$ cat config.mk
export PLATFORM = sky130hd
export DESIGN_NAME = dut_stimulus_sequencer
export DESIGN_NICKNAME = d
export VERILOG_FILES = /design/src/rtl/dut_stimulus_sequencer.sv
export SDC_FILE = /design/constraint.sdc
export NUM_CORES = 1
export LEC_CHECK = 0
export CAP_MARGIN = 30
export CORE_UTILIZATION = 44
export CTS_CLUSTER_SIZE = 28
export DETAILED_ROUTE_END_ITERATION = 7
export PLACE_DENSITY = 0.66
export SKIP_LAST_GASP = 1
export SLEW_MARGIN = 20
export SYNTH_ARGS = -nofsm -noshare
export SYNTH_HDL_FRONTEND = slang
export SYNTH_SLANG_ARGS = --single-unit
$ cat constraint.sdc
create_clock -name clk -period 2.2 [get_ports clk]
set_input_delay 0.33 -clock clk [delete_from_list [all_inputs] [get_ports clk]]
set_output_delay 0.33 -clock clk [all_outputs]
set_load 0.02 [all_outputs]
$ cat src/rtl/dut_stimulus_sequencer.sv
// dut_stimulus_sequencer
//   Drives a captured 8-bit stimulus word onto a 2-input gate DUT as four
//   2-bit pairs, pair 0 first. Each pair is held for SETTLE_CYCLES clocks.
//   The DUT output then passes through a 2-flop synchronizer and is sampled,
//   which builds a 4-bit truth-table result.
// Ports
//   clk          system clock
//   rst_n        asynchronous active-low reset
//   start        begin a run (accepted only when idle)
//   vec_in       stimulus word, pair k = vec_in[2k+1:2k]
//   dut_out      DUT output, asynchronous to clk
//   dut_pinout   registered drive to the DUT inputs
//   busy         run in progress
//   done         one-cycle completion pulse
//   result       bit k = sampled DUT output for pair k
//   result_valid result holds a completed run
module dut_stimulus_sequencer #(
    parameter int unsigned SETTLE_CYCLES = 16,
    parameter int unsigned NUM_PAIRS     = 4
) (
    input  logic       clk,
    input  logic       rst_n,
    input  logic       start,
    input  logic [7:0] vec_in,
    input  logic       dut_out,
    output logic [1:0] dut_pinout,
    output logic       busy,
    output logic       done,
    output logic [3:0] result,
    output logic       result_valid
);

    localparam logic [2:0] StIdle   = 3'd0;
    localparam logic [2:0] StDrive  = 3'd1;
    localparam logic [2:0] StSettle = 3'd2;
    localparam logic [2:0] StSample = 3'd3;
    localparam logic [2:0] StDone   = 3'd4;

    localparam logic [7:0] CntLast = 8'(SETTLE_CYCLES - 1);
    localparam logic [1:0] IdxLast = 2'(NUM_PAIRS - 1);

    logic [2:0] state_q, state_d;
    logic [7:0] vec_q, vec_d;
    logic [1:0] idx_q, idx_d;
    logic [7:0] cnt_q, cnt_d;
    logic [1:0] pin_q, pin_d;
    logic       busy_q, busy_d;
    logic       done_q, done_d;
    logic [3:0] result_q, result_d;
    logic       valid_q, valid_d;
    logic [1:0] sync_q;
    logic       dut_s;

    assign dut_s = sync_q[1];

    always_comb begin
        state_d  = state_q;
        vec_d    = vec_q;
        idx_d    = idx_q;
        cnt_d    = cnt_q;
        pin_d    = pin_q;
        busy_d   = busy_q;
        done_d   = 1'b0;
        result_d = result_q;
        valid_d  = valid_q;
        case (state_q)
            StIdle: begin
                if (start) begin
                    vec_d    = vec_in;
                    idx_d    = 2'd0;
                    result_d = 4'h0;
                    valid_d  = 1'b0;
                    busy_d   = 1'b1;
                    state_d  = StDrive;
                end
            end
            StDrive: begin
                // {idx,0} is the bit offset 2*idx of pair idx.
                pin_d   = vec_q[{idx_q, 1'b0} +: 2];
                cnt_d   = 8'd0;
                state_d = StSettle;
            end
            StSettle: begin
                cnt_d = cnt_q + 8'd1;
                if (cnt_q == CntLast) begin
                    state_d = StSample;
                end
            end
            StSample: begin
                result_d[idx_q] = dut_s;
                if (idx_q == IdxLast) begin
                    state_d = StDone;
                end else begin
                    idx_d   = idx_q + 2'd1;
                    state_d = StDrive;
                end
            end
            StDone: begin
                done_d  = 1'b1;
                valid_d = 1'b1;
                busy_d  = 1'b0;
                pin_d   = 2'b00;
                idx_d   = 2'd0;
                state_d = StIdle;
            end
            default: begin
                state_d = StIdle;
            end
        endcase
    end

    always_ff @(posedge clk or negedge rst_n) begin
        if (!rst_n) begin
            state_q  <= StIdle;
            vec_q    <= 8'h00;
            idx_q    <= 2'd0;
            cnt_q    <= 8'd0;
            pin_q    <= 2'b00;
            busy_q   <= 1'b0;
            done_q   <= 1'b0;
            result_q <= 4'h0;
            valid_q  <= 1'b0;
            sync_q   <= 2'b00;
        end else begin
            state_q  <= state_d;
            vec_q    <= vec_d;
            idx_q    <= idx_d;
            cnt_q    <= cnt_d;
            pin_q    <= pin_d;
            busy_q   <= busy_d;
            done_q   <= done_d;
            result_q <= result_d;
            valid_q  <= valid_d;
            sync_q   <= {sync_q[0], dut_out};
        end
    end

    assign dut_pinout   = pin_q;
    assign busy         = busy_q;
    assign done         = done_q;
    assign result       = result_q;
    assign result_valid = valid_q;

endmodule

# Word level (Yosys, flattened, before mapping)
# Cells that the tools add are included.
word_totals:
  register_bits: 32
  inputBits: 12
  output_inout_bits: 9
  wordCells: 55
classes:
  n_addsub: 2
  order_cmp: 2
  n_eq_ne: 9
  shift: 1
  mux: 19
  n_reduce_logical: 12
ops:
  columns: ["op", "n"]
  rows:
  - ["8-bit case mux with 2 select lines", 1]
  - ["3-bit case mux with 4 select lines", 1]
  - ["3-bit two-way mux", 3]
  - ["8-bit by 1-bit adder with 8-bit output, second input constant", 1]
  - ["8-bit by 4-bit equality test with 1-bit output, second input constant", 1]
  - ["4-bit case mux with 2 select lines", 1]
  - ["2-bit AND reduction", 4]
  - ["2-bit nonzero test", 4]
  - ["8-bit by 4-bit indexed part select with 2-bit output", 1]
  - ["3-bit by 2-bit equality test with 1-bit output, second input constant", 2]
  - ["2-bit inequality test, second input constant", 3]
  - ["2-bit case mux with 3 select lines", 1]
  - ["4-bit bitwise mux", 1]
  - ["1-bit two-way mux", 4]
  - ["2-bit two-way mux", 2]
  - ["4-bit two-way mux", 1]
  - ["1-bit case mux with 2 select lines", 2]
  - ["2-bit case mux with 2 select lines", 1]
  - ["3-bit by 1-bit equality test with 1-bit output, second input constant", 1]
  - ["3-bit equality test, second input constant", 1]
  - ["3-bit logical NOT", 1]
  - ["2-bit by 3-bit less-than comparator with 1-bit output, second input constant", 1]
  - ["3-bit AND reduction", 1]
  - ["3-bit nonzero test", 1]
  - ["other kinds (5)", 5]

# Logic depth before layout (Yosys ltp)
# Gate-level depths: netlist of the first run.
depth:
  depth_word: 6
  depth_mapped: 6
  ltp_nobuf: 5

# Worst setup path after synthesis of the first run
# Ideal clock, no wire load.
synth_timing:
  path_type: "register to register"
  from: "register state_q[0]"
  to: "register vec_q[0]"
  setup_ns: 0.125
  arrival_ns: 1.477
  t_required_ns: 2.075
  path_slack_ns: 0.598
  path_stages_with_launch: 5
  path_buffers: 2
  path_cell_list: "dfrtp_1 buf_2 nor4b_4 buf_2 mux2_2"
synth_between:
  elab_chain_len: 2
synth_rtl:
  columns: ["item", "line_no", "text"]
  rows:
  - ["start, declared", "42", "logic [2:0] state_q, state_d;"]
  - ["start signal, assigned", "114", "state_q <= StIdle;"]
  - ["start signal, assigned", "125", "state_q <= state_d;"]
  - ["3-bit logical NOT", "66", "case (state_q)"]
  - ["2-bit AND reduction (no source line)", null, null]
  - ["end signal, assigned", "126", "vec_q <= vec_d;"]
  - ["end, declared", "43", "logic [7:0] vec_q, vec_d;"]
# Every way passes these cells.
# A chain may end at the register's enable or synchronous reset.

# Final worst setup path of the first run
layout_timing:
  from: "register state_q[1]"
  to: "register cnt_q[6]"
layout_between:
  elab_chain_len: 2
  elab_cells_between_ends: 4
  cone_classes: "eq/ne (2); mux (1); reduce/logical (1)"
layout_rtl:
  columns: ["item", "line_no", "text"]
  rows:
  - ["3-bit by 2-bit equality test with 1-bit output / 3-bit by 1-bit equality test with 1-bit output (equally long branches)", "66", null]
  - ["8-bit case mux with 2 select lines / 2-bit nonzero test (equally long branches)", null, null]
  - ["end signal, assigned", "128", "cnt_q <= cnt_d;"]
  - ["end, declared", "45", "logic [7:0] cnt_q, cnt_d;"]
# Parallel ways exist; a longest one is shown, timed or not.

==> out/qor.yml, run 1 <==
worstPathMaxFanout: 14
setup_slack_ps: 449.0
min_period_ps: 1751
pre_cts_ws_ps: 441.5
grt_max_degree: 33
core_area_sq_um: 3178
drive_above_1_share_pct: 15.75
ys_ff_latch: 32
hold_viol: 0
p_leak_uw: 0.0008190
maxCapViolations: 0
cts_max_level: 2
grt_use_total_pct: 17.85
synth_edf_count: 0
path_class: "register to register"
ctsResizeCount: 0
clock_latency_ps: 330
path_clk_slew_ps: 90
dieArea_sq_um: 3700
wl_um: 2591
postSynthCellCount: 123
post-cts-setup-buffers: 0
cts_buffer_depth: 2
num_rows: 20
io_pins: 21
utilization_pct: 56.57
cts_tree: "yes"
gp_congestion: 0.7192
required_ps: 2460
timing.reg2reg.setup_slack_ps: 450
power-per-cell-area_nw_per_um2: 1162
die_x_um: 60.83
grt_pass1_wl_um: 4629
antenna_found_initial: 0
rsz0062_at_grt: "no"
final_common_cell: "dfrtp_1"
routed_via_density: 5.347
dp.cells: 183
fin_setup_tns_ps: 0
port_buffers: 20
cts_buffers: 5
crit_path_start_kind: "register"
synth_nets: 140
synth_seq_area_share_pct: 52.59
tightest_slew_ps: 460.1
vias: 1016
instances_no_fill: 190
post-dp-hpwl_um: 1875
worstSetupEndpointType: "register"
status: "complete, no violations"
max-vdd-ir-drop_v: 0.0005244
synth_area_sq_um: 1523
worstHoldPathType: "register to register"
avgRoutedWirePerCell_um: 13.64
fp.dieH_um: 60.83
layout_common_cells: "dfrtp_1, clkdlybuf4s50_1, nand2_1, mux2_2, mux2i_1"
skew_ps: 9.874
drt_iter0_drc: 41
slew_viol_final: 0
yosysWarnings: 0
finalNetCount: 163
synth_flop_cell: "dfrtp_1"
drc: 0
cts_hold_buf: 0
fmax_ghz: 0.5711
max_slew_margin_pct: 69.26
async_flop_share_pct: 100.0
setup_viol: 0
arrival_ps: 2010
area_growth_pct: 18.08
finalCritPeriodShare_pct: 79.59
grt_pass1_vias: 1031
fill_cells: 282
antenna_left: 0
syn_area_per_cell_sq_um: 12.38
synth_cell_types: 31
drt_first_pass_iters: 3
antenna_cells: 0
cts_root_buf: "clkbuf_4"
grt_overflow_total: 0
numClockSinks: 32
initial_core_util_pct: 47.91
## worst paths after layout
path	endpoint	startpoint	cells after the start
max in group asynchronous	cnt_q[4]$_DFFE_PN0P_	rst_n	2
worst min-delay path	sync_q[1]$_DFF_PN0_	sync_q[0]$_DFF_PN0_	0
worst max-delay path	cnt_q[6]$_DFFE_PN0P_	state_q[1]$_DFFE_PN0P_	3
worst min register to register	sync_q[1]$_DFF_PN0_	sync_q[0]$_DFF_PN0_	0
worst max register to register	cnt_q[6]$_DFFE_PN0P_	state_q[1]$_DFFE_PN0P_	3
min in group asynchronous	result[1]$_DFFE_PN0P_	rst_n	2
## logic make-up (layout without fill, tap and decap cells)
family          count (synthesis)  after routing  synth area share [%]
compound gates                 18             18                 8.628
buf+inv                        12             35                 4.190
mux                            19             19                 14.87
simple gates                   37             37                 15.61
fa+ha+maj                       5              5                 4.108
flops                          32             32                 52.59
## flip-flops by register name, indices dropped and copies added (netlist names)
name,cells
vec_q,8
result_valid,1
dut_pinout,2
result,4
busy,1
state_q,3
cnt_q,8
idx_q,2
sync_q,2
done,1
## cell usage after synthesis, types with 2 or more instances
cell,instances,area [sq um]
dfrtp_1,32,800.8
a22o_1,6,52.55
inv_1,6,22.52
and3_1,2,12.51
mux2_2,9,101.4
nor3b_1,2,15.01
buf_2,3,15.01
buf_6,2,22.52
nor2_1,4,15.01
or3_1,2,12.51
or4_1,3,22.52
o21ai_0,5,25.02
nand2_1,10,37.54
mux2i_1,8,80.08
mux4_2,2,45.04
ha_1,5,62.56
nand3_1,7,35.03
o211ai_1,2,15.01
## per-stage QoR
step	total power [uW]	hold slack, ps	area [sq um]
2_1_floorplan	1591	34.41	1523
3_3_place_gp	1781	344.0	1752
3_5_place_dp	1817	352.4	1752
4_1_cts	2123	370.7	1798
5_1_grt	2266	366.1	1798
6_report	2090	364.6	1798
## report_power, final
group	internal, uW	switching, uW
registers	773	178
logic	460	384
clock network	117	178
total	1350	740
## per-layer routing
layer / global-route usage [%] / up-vias / part of all wire, %
li1: - / 493 / -
met1: 23.24 / 497 / 47
met2: 27.00 / 19 / 47
met3: 4.478 / 7 / 3.3
met4: 10.71 / 0 / 2.5
met5: 0 / - / 0
## worst max-delay path, cell delays in order, from the launching register on
cell and delay (ps):
dfrtp_1 560, or3b_4 530, or4_1 530, nand3_1 80
## area by class of cell
class	count	area (sq um)	share of cell area, %
inverter	6	22.52	1.253
clock buffer	6	41.29	2.296
sequential	32	800.8	44.54
clock inverter	1	5.005	0.2784
tap	44	55.05	3.062
timing repair buffer	22	215.2	11.97
multi-input combinational	79	658.1	36.60
No activity file was read; power rests on OpenSTA's default activity.
==> run 2, diff against run 1 <==
- clock period: 2.2 -> 1.8 ns (I/O delays scaled with it)
==> run 2 against run 1 <==
Die area did not move. Register-to-register slack got worse by 210 ps. Highest routed layer unchanged. Critical path depth fell by 2. Power rose by 36%. Combinational power rose by 42%. Final cell count rose by 3.7%. Utilization rose by 2.8 points. Global-route usage rose by 0.45 points. Sequential share of layout area fell by 2.1 points. Via count rose by 1.9%. Hold slack got worse by 49 ps.
==> out/qor.yml, run 2 (same netlist as run 1, synthesis figures left out) <==
avgRoutedWirePerCell_um: 13.15  # -3.6%
timing.reg2reg.setup_slack_ps: 240  # -210 ps
fmax_ghz: 0.6287
p_leak_uw: 0.0008663  # +5.8%
path_clk_slew_ps: 100  # about the same
cts_buffer_depth: 2  # unchanged
tightest_slew_ps: 409.6  # -50.52 ps
power-per-cell-area_nw_per_um2: 1506  # +30%
min_period_ps: 1591
final_common_cell: "dfrtp_1"
worstPathMaxFanout: 2  # -12
slowest_delay_ps: 610  # +50 ps
r2r_start: "state_q[0]$_DFFE_PN0P_"
place_area_sq_um: 1809  # +3.3%
maxCapViolations: 0  # unchanged
grt_pass1_vias: 1027  # -0.39%
port_buffers: 20  # unchanged
num_rows: 20  # unchanged
drc: 0  # unchanged
worstHoldPathType: "input port to async pin"
antenna_found_initial: 0  # unchanged
finalCritPeriodShare_pct: 88.37
path_class: "register to primary output"
hold_viol: 0  # unchanged
antenna_cells: 0  # unchanged
fin_setup_tns_ps: 0  # unchanged
arrival_ps: 1320  # -690 ps
max-vdd-ir-drop_v: 0.0008292  # +58%
status: "complete, no violations"
vias: 1035  # +1.9%
required_ps: 1530  # -930 ps
critical_path.startpoint: "result[0]$_DFFE_PN0P_"
skew_ps: 13.56  # +3.689 ps
crit_chain: "clkdlybuf4s50_1"
core_area_sq_um: 3178  # unchanged
initial_core_util_pct: 47.91  # unchanged
grt_max_degree: 33  # unchanged
critical_path.slowest_cell: "clkdlybuf4s50_1"
fill_cells: 282  # unchanged
crit_path_start_kind: "register"
routed_via_density: 5.254  # -1.7%
ctsResizeCount: 0  # unchanged
fin_area_sq_um: 1886  # +4.9%
slew_viol_final: 0  # unchanged
area_growth_pct: 23.83
rsz0062_at_grt: "no"
cts_max_level: 2  # unchanged
worst_r2r_endpoint: "cnt_q[5]$_DFFE_PN0P_"
setup_viol: 0  # unchanged
cts_hold_buf: 0  # unchanged
cts_root_buf: "clkbuf_4"
antenna_left: 0  # unchanged
drt_first_pass_iters: 4  # +1
numClockSinks: 32  # unchanged
cts_tree: "yes"
wl_um: 2591  # unchanged
gp_congestion: 0.7143  # -0.68%
post-dp-hpwl_um: 1822  # -2.8%
r2r_cells: 3  # unchanged
finalNetCount: 169  # +3.7%
post-cts-setup-buffers: 0  # unchanged
grt_use_total_pct: 18.30  # +0.45 points
dieArea_sq_um: 3700  # unchanged
max_slew_margin_pct: 72.61  # +3.3 points
grt_overflow_total: 0  # unchanged
drt_iter0_drc: 18  # -56%
worstSetupEndpointType: "primary output"
layout_common_cells: "dfrtp_1, clkdlybuf4s50_1, nand2_1, mux2_2, mux2i_1"
clock_latency_ps: 330  # about the same
grt_pass1_wl_um: 4671  # +0.91%
path_delay_family: "buffers and inverters"
cts_buffers: 5  # unchanged
fp.dieH_um: 60.83  # unchanged
die_x_um: 60.83  # unchanged
io_pins: 21  # unchanged
critical_path_buf_inv_count: 1  # +1
p_total_uw: 2840  # +36%
drive_above_1_share_pct: 19.61  # +3.9 points
-- run 2: cell types whose count changed in the layout (fill, tap and decap cells not counted), sizes merged --
cell | before | now
buf | 2 | 8
bufinv | 0 | 1
-- run 2: worst max path at each step --
stage,depth (start not counted),slack [ps],to
after floorplan,4,200,vec_q[0]$_DFFE_PN0P_
after global placement,4,150,vec_q[7]$_DFFE_PN0P_
after detailed placement,4,120,vec_q[5]$_DFFE_PN0P_
after CTS,1,180,dut_pinout[1]
after global routing,1,150,dut_pinout[1]
final,1,210,result[0]
-- run 2: through the flow --
| stage | utilization (%) | hold WS [ps] | cells | setup slack [ps] |
|---|---|---|---|---|
| after floorplan | - | -25.59 | 123 | 197.8 |
| after global placement | 56.93 | 344.5 | 189 | 154.8 |
| after detailed placement | 56.93 | 354.3 | 189 | 121.3 |
| after CTS | 59.33 | 314.0 | 197 | 182.3 |
| after global routing | 59.33 | 362.6 | 197 | 146.8 |
| final | 59.33 | 315.8 | 197 | 209.4 |
-- run 2: cell type report --
cell class	count	area (sq um)	share of cell area, %
clock buffers	6	41.29	2.190
clock inverters	2	35.03	1.858
inverters	6	22.52	1.194
multi-input cells	79	658.1	34.90
flip-flops and latches	32	800.8	42.47
well taps	44	55.05	2.920
repair buffers	28	272.8	14.47
-- run 2: per-layer routing --
metal  up-vias  share of wire [%]  GRT usage, %
li1        501                  -             -
met4         0                1.2         8.766
met1       510                 48         23.59
met2        20                 46         27.16
met5         -                  0             0
met3         4                4.3         7.036
-- run 2: report_power, final --
| part | switching [uW] | internal, uW |
|---|---|---|
| Clock | 245 | 291 |
| Combinational | 550 | 652 |
| Sequential | 157 | 945 |
| Total | 952 | 1890 |
==> run 3, diff against run 2 <==
- HOLD_SLACK_MARGIN: unset -> 0.02
- clock period: 1.8 -> 2.1 ns (I/O delays scaled with it)
==> run 3 against run 2 <==
Utilization down 2.0 points. Sequential share of layout area grew 1.5 points. Highest routed layer unchanged. Critical path depth rose by 2. Final cell count shrank 2.0%. Critical endpoint is now cnt_q[6]$_DFFE_PN0P_. Clock skew down 3.6 ps. Setup slack gained 210 ps. Flip-flop and latch count did not move. Power is 21% lower. Cell area decreased by 3.5%. Global-route usage decreased by 0.75 points.
==> out/qor.yml, run 3 (same netlist as run 1, synthesis figures left out) <==
wl_met2_um: 1219  # +1.8%
worstSetupPathDepth: 3  # +2
antenna_left: 0  # unchanged
power-per-cell-area_nw_per_um2: 1227  # -19%
cts_max_level: 2  # unchanged
cts_root_buf: "clkbuf_4"
arrival_ps: 1950  # +630 ps
post-cts-setup-buffers: 0  # unchanged
tightest_slew_ps: 462.7  # +53.13 ps
drt_first_pass_iters: 4  # unchanged
routed_via_density: 5.223  # -0.59%
finalCritPeriodShare_pct: 80.25
grt_max_degree: 33  # unchanged
dieArea_sq_um: 3700  # unchanged
area_growth_pct: 19.56
antenna_cells: 0  # unchanged
crit_path_start_kind: "register"
pre_cts_ws_ps: 363.3  # +242.0 ps
io_pins: 21  # unchanged
r2r_cells: 3  # unchanged
wl_um: 2615  # +0.93%
drc: 0  # unchanged
die_x_um: 60.83  # unchanged
initial_core_util_pct: 47.91  # unchanged
ctsResizeCount: 0  # unchanged
fmax_ghz: 0.5934
cts_hold_buf: 0  # unchanged
grt_overflow_total: 0  # unchanged
p_leak_uw: 0.0008339  # -3.7%
antenna_found_initial: 0  # unchanged
core_area_sq_um: 3178  # unchanged
drt_iter0_drc: 29  # +11
num_rows: 20  # unchanged
required_ps: 2360  # +830 ps
port_buffers: 20  # unchanged
numClockSinks: 32  # unchanged
path_delay_family: "simple AND/OR/NAND/NOR gates"
cts_buffers: 5  # unchanged
drive_above_1_share_pct: 17.45  # -2.2 points
max_slew_margin_pct: 69.09  # -3.5 points
grt_pass1_vias: 940  # -8.5%
min_period_ps: 1685
layout_common_cells: "dfrtp_1, clkdlybuf4s50_1, nand2_1, mux2_2, mux2i_1"
status: "complete, no violations"
setup_viol: 0  # unchanged
hold_viol: 0  # unchanged
topRoutingLayerUsed: "met4"
max-vdd-ir-drop_v: 0.0005414  # -35%
fin_setup_tns_ps: 0  # unchanged
dr_wl_met3_um: 112  # unchanged
grt_use_total_pct: 17.55  # -0.75 points
post-dp-hpwl_um: 1934  # +6.1%
critical_path_buf_inv_count: 0  # -1
fp.dieH_um: 60.83  # unchanged
grt_pass1_wl_um: 4436  # -5.0%
avgRoutedWirePerCell_um: 13.55  # +3.0%
clock_latency_ps: 320  # about the same
vias: 1008  # -2.6%
worstHoldPathType: "register to register"
crit_chain: "or3b_4 -> or4_1 -> nand3_1"
worstPathMaxFanout: 14  # +12
met1_length_um: 1238  # -0.80%
slew_viol_final: 0  # unchanged
setup_slack_ps: 414.8  # +205.4 ps
skew_ps: 9.996  # -3.567 ps
path_class: "register to register"
final_common_cell: "dfrtp_1"
path_clk_slew_ps: 90  # about the same
gp_congestion: 0.7627  # +6.8%
finalNetCount: 166  # -1.8%
cts_tree: "yes"
critical_path.slowest_cell: "or4_1"
worstSetupEndpointType: "register"
maxCapViolations: 0  # unchanged
hold-path-cell-count: 0
cts_buffer_depth: 2  # unchanged
slowest_delay_ps: 530  # -80 ps
rsz0062_at_grt: "no"
==> run 3: cell types whose count changed in the layout (fill, tap and decap cells not counted) <==
cell       previous run  this run
bufinv_16             1         0
buf_4                 7         5
buf_12                1         0
==> run 3: cell type report <==
class / count / area (sq um)
Sequential cell: 32 / 800.8
Clock inverter: 1 / 5.005
Clock buffer: 6 / 41.29
Fill cell: 278 / 1358
Multi-Input combinational cell: 79 / 658.1
Inverter: 6 / 22.52
Timing Repair Buffer: 25 / 237.7
Tap cell: 44 / 55.05
==> run 3: final timing paths <==
path / start / end / slack (ps)
min: sync_q[0]$_DFF_PN0_ / sync_q[1]$_DFF_PN0_ / 360
max reg2reg: state_q[2]$_DFFE_PN0P_ / cnt_q[6]$_DFFE_PN0P_ / 410
min in group asynchronous: rst_n / result[0]$_DFFE_PN0P_ / 380
min reg2reg: sync_q[0]$_DFF_PN0_ / sync_q[1]$_DFF_PN0_ / 360
max in group asynchronous: rst_n / cnt_q[7]$_DFFE_PN0P_ / 1420
max: state_q[2]$_DFFE_PN0P_ / cnt_q[6]$_DFFE_PN0P_ / 410
==> run 3: layer usage <==
metal / vias to the layer above / GRT usage, %
met5: - / 0
met4: 0 / 6.818
met3: 5 / 7.676
met2: 20 / 25.90
met1: 485 / 22.81
li1: 498 / -
==> run 3: report_power, final <==
| part | total, uW | internal (uW) | switching, uW |
|---|---|---|---|
| clock network | 314 | 123 | 191 |
| logic | 968 | 519 | 449 |
| registers | 952 | 810 | 142 |
==> run 3: worst register-to-register path, stage by stage (launching register included) <==
cell and delay [ps]:
dfrtp_1 510, or3b_4 520, or4_1 530, nand3_1 80
==> run 3: through the flow <==
step                cells  hold WS, ps  power (uW)  area [sq um]  util (%)
floorplan             123        19.41        1666          1523         -
global route          193        384.9        2419          1821     57.28
finish                193        362.9        2234          1821     57.28
global placement      186        343.5        1911          1774     55.83
detailed placement    186        346.5        1948          1774     55.83
CTS                   193        366.8        2272          1821     57.28
==> variant: new RTL, flow settings as in run 1 <==
Take the reset off `result_q` and load it in a clocked block of its own.
--- a/src/rtl/dut_stimulus_sequencer.sv
+++ b/src/rtl/dut_stimulus_sequencer.sv
@@ -119,5 +119,4 @@
             busy_q   <= 1'b0;
             done_q   <= 1'b0;
-            result_q <= 4'h0;
             valid_q  <= 1'b0;
             sync_q   <= 2'b00;
@@ -130,8 +129,11 @@
             busy_q   <= busy_d;
             done_q   <= done_d;
-            result_q <= result_d;
             valid_q  <= valid_d;
             sync_q   <= {sync_q[0], dut_out};
         end
+    end
+
+    always_ff @(posedge clk) begin
+        result_q <= result_d;
     end
 
Check against the original RTL: same outputs for any inputs over 10 cycles, from zero or initial values and one cycle with rst_n low; that may be too few to reach the edited logic, so the function may still have changed.
==> variant against run 1 <==
Power is 5.9% higher; setup slack better by 19 ps; cell area is 1.5% lower; critical path type unchanged; clock skew is 3.6 ps lower; sequential cell count stayed put; wire length is 6.3% higher; utilization is 0.065 points higher; area after synthesis is 1.8% lower.
==> variant: results (changes against run 1) <==
[placement]
pre_cts_slack_ps = 281.7  ; -159.8 ps
dp_hpwl_um = 1984  ; +5.8%
routabilityCongestion = 0.7475  ; +3.9%

[yosys]
synth_top_cells_by_area = dfrtp_1 47%, edfxtp_1 8.0%, mux2_2 6.8%
syn_nets = 133  ; -5.0%
synth.distinct_cells = 34  ; +9.7%
async_flop_share_pct = 87.50  ; -13 points
synth_edf_count = 4  ; +4
yosys_warnings = 0  ; unchanged
ys_seq_area_share_pct = 54.90  ; +2.3 points
synth_common_cells = 28 x dfrtp_1, 9 x mux2_2, 8 x nand2_1, 8 x nor2_1, 6 x mux2i_1
postSynthAreaPerCell_um2 = 12.89  ; +4.1%

[pwr]
leakagePower_nw = 0.7475  ; -8.7%
peakVddDrop_mv = 0.5279  ; +0.67%
p_int_mw = 1.420  ; +5.2%

[worst_setup_path]
r2r_setup_slack_ps = 470  ; +20 ps
worstPathArrival_ps = 1930  ; -80 ps
r2r_end = cnt_q[6]
r2r-start = state_q[1]
ff2ff_path_depth = 3  ; unchanged

[finish]
layout-drive-gt1-share_pct = 14.29  ; -1.5 points
num-fill-cells = 279  ; -1.1%
finalNonFillerCells = 184  ; -3.2%
nNetsFinal = 156  ; -4.3%

[clock_network]
clk_path_buf_depth = 2  ; unchanged
postCtsSetupRepairBufs = 0  ; unchanged
clk_pin_slew_ps = 90  ; about the same
cts_max_level = 2  ; unchanged

[hold_path]
holdCritStartpoint = sync_q[0]
whs_path_depth = 0  ; unchanged
min_path_type = reg2reg

[detailed_routing]
drt_iter0_drc = 73  ; +78%
wl_per_cell_um = 14.97  ; +9.8%
dr.pass1.iters = 4  ; +1
via_per_inst = 5.505  ; +3.0%

[grt]
track_usage_pct = 17.63  ; -0.22 points
grt_pass1_wl_um = 4491  ; -3.0%
grt_pass1_vias = 945  ; -8.3%
grt_max_degree = 29  ; -12%

[outcome]
status = finished, final reports clean

[sta]
relSlewSlack_pct = 62.91  ; -6.4 points
skew_ps = 6.280  ; -3.594 ps
holdWs_ps = 355.2  ; -9.377 ps

variant: cell count changes in the layout (fill, tap and decap cells not counted), sizes merged, moves of 3 or more:
cell | run 1 | this run
dfrtp | 32 | 28
a22o | 6 | 2
or4 | 3 | 0
edfxtp | 0 | 4
o41ai | 0 | 3
nand3 | 7 | 4
nand4 | 0 | 3
nor2 | 4 | 8
variant: worst max path at each step:
stage	start	end	slack, ps	cells past startpoint
5_1_grt	state_q[1]	cnt_q[7]	310	3
3_3_place_gp	start	vec_q[5]	330	3
2_1_floorplan	state_q[0]	result[0]	700	3
4_1_cts	state_q[1]	cnt_q[6]	460	3
6_report	state_q[1]	cnt_q[6]	470	3
3_5_place_dp	start	vec_q[4]	280	3
variant: layer usage:
metal	vias to the layer above	track usage [%]	wire (µm)
met5	-	0	0
li1	482	-	-
met2	23	25.59	1265
met3	2	6.494	117
met1	506	23.69	1353
met4	0	6.977	18
variant: power groups by stage:
stage          Clock (mW)  Sequential [mW]  Combinational (mW)
2_1_floorplan           0             1.01               0.626
4_1_cts             0.356             1.03               0.850
3_3_place_gp            0             1.02               0.823
3_5_place_dp            0             1.04               0.843
5_1_grt             0.377             1.05               0.925
6_report            0.343             1.03               0.845
variant: critical path: stages (launching register included):
cell and delay, ps:
dfrtp_1 580, or3b_4 520, o311ai_0 360, o41ai_1 150
variant: kinds of logic after synthesis:
kind of cell / after synthesis / synth area share, %
muxes: 17 / 13.81
adders and majority gates: 5 / 4.184
and+or+nand+nor: 35 / 13.81
AOI/OAI and AO/OA: 18 / 9.290
DFF: 32 / 54.90
buffers and inverters: 9 / 4.016
variant: per-stage QoR:
step	area, µm²	utilization, %
finish	1772	56.64
global route	1772	56.64
CTS	1772	56.64
detailed placement	1713	54.76
global placement	1713	54.76
floorplan	1495	-
variant: area by class of cell:
cell class / count / area (µm²) / share of cell area (%)
inverter: 4 / 15.01 / 0.8475
sequential: 32 / 820.8 / 46.33
clock buffer: 8 / 58.81 / 3.319
timing repair buffer: 21 / 207.7 / 11.72
tap: 44 / 55.05 / 3.107
multi-input combinational: 75 / 614.3 / 34.68
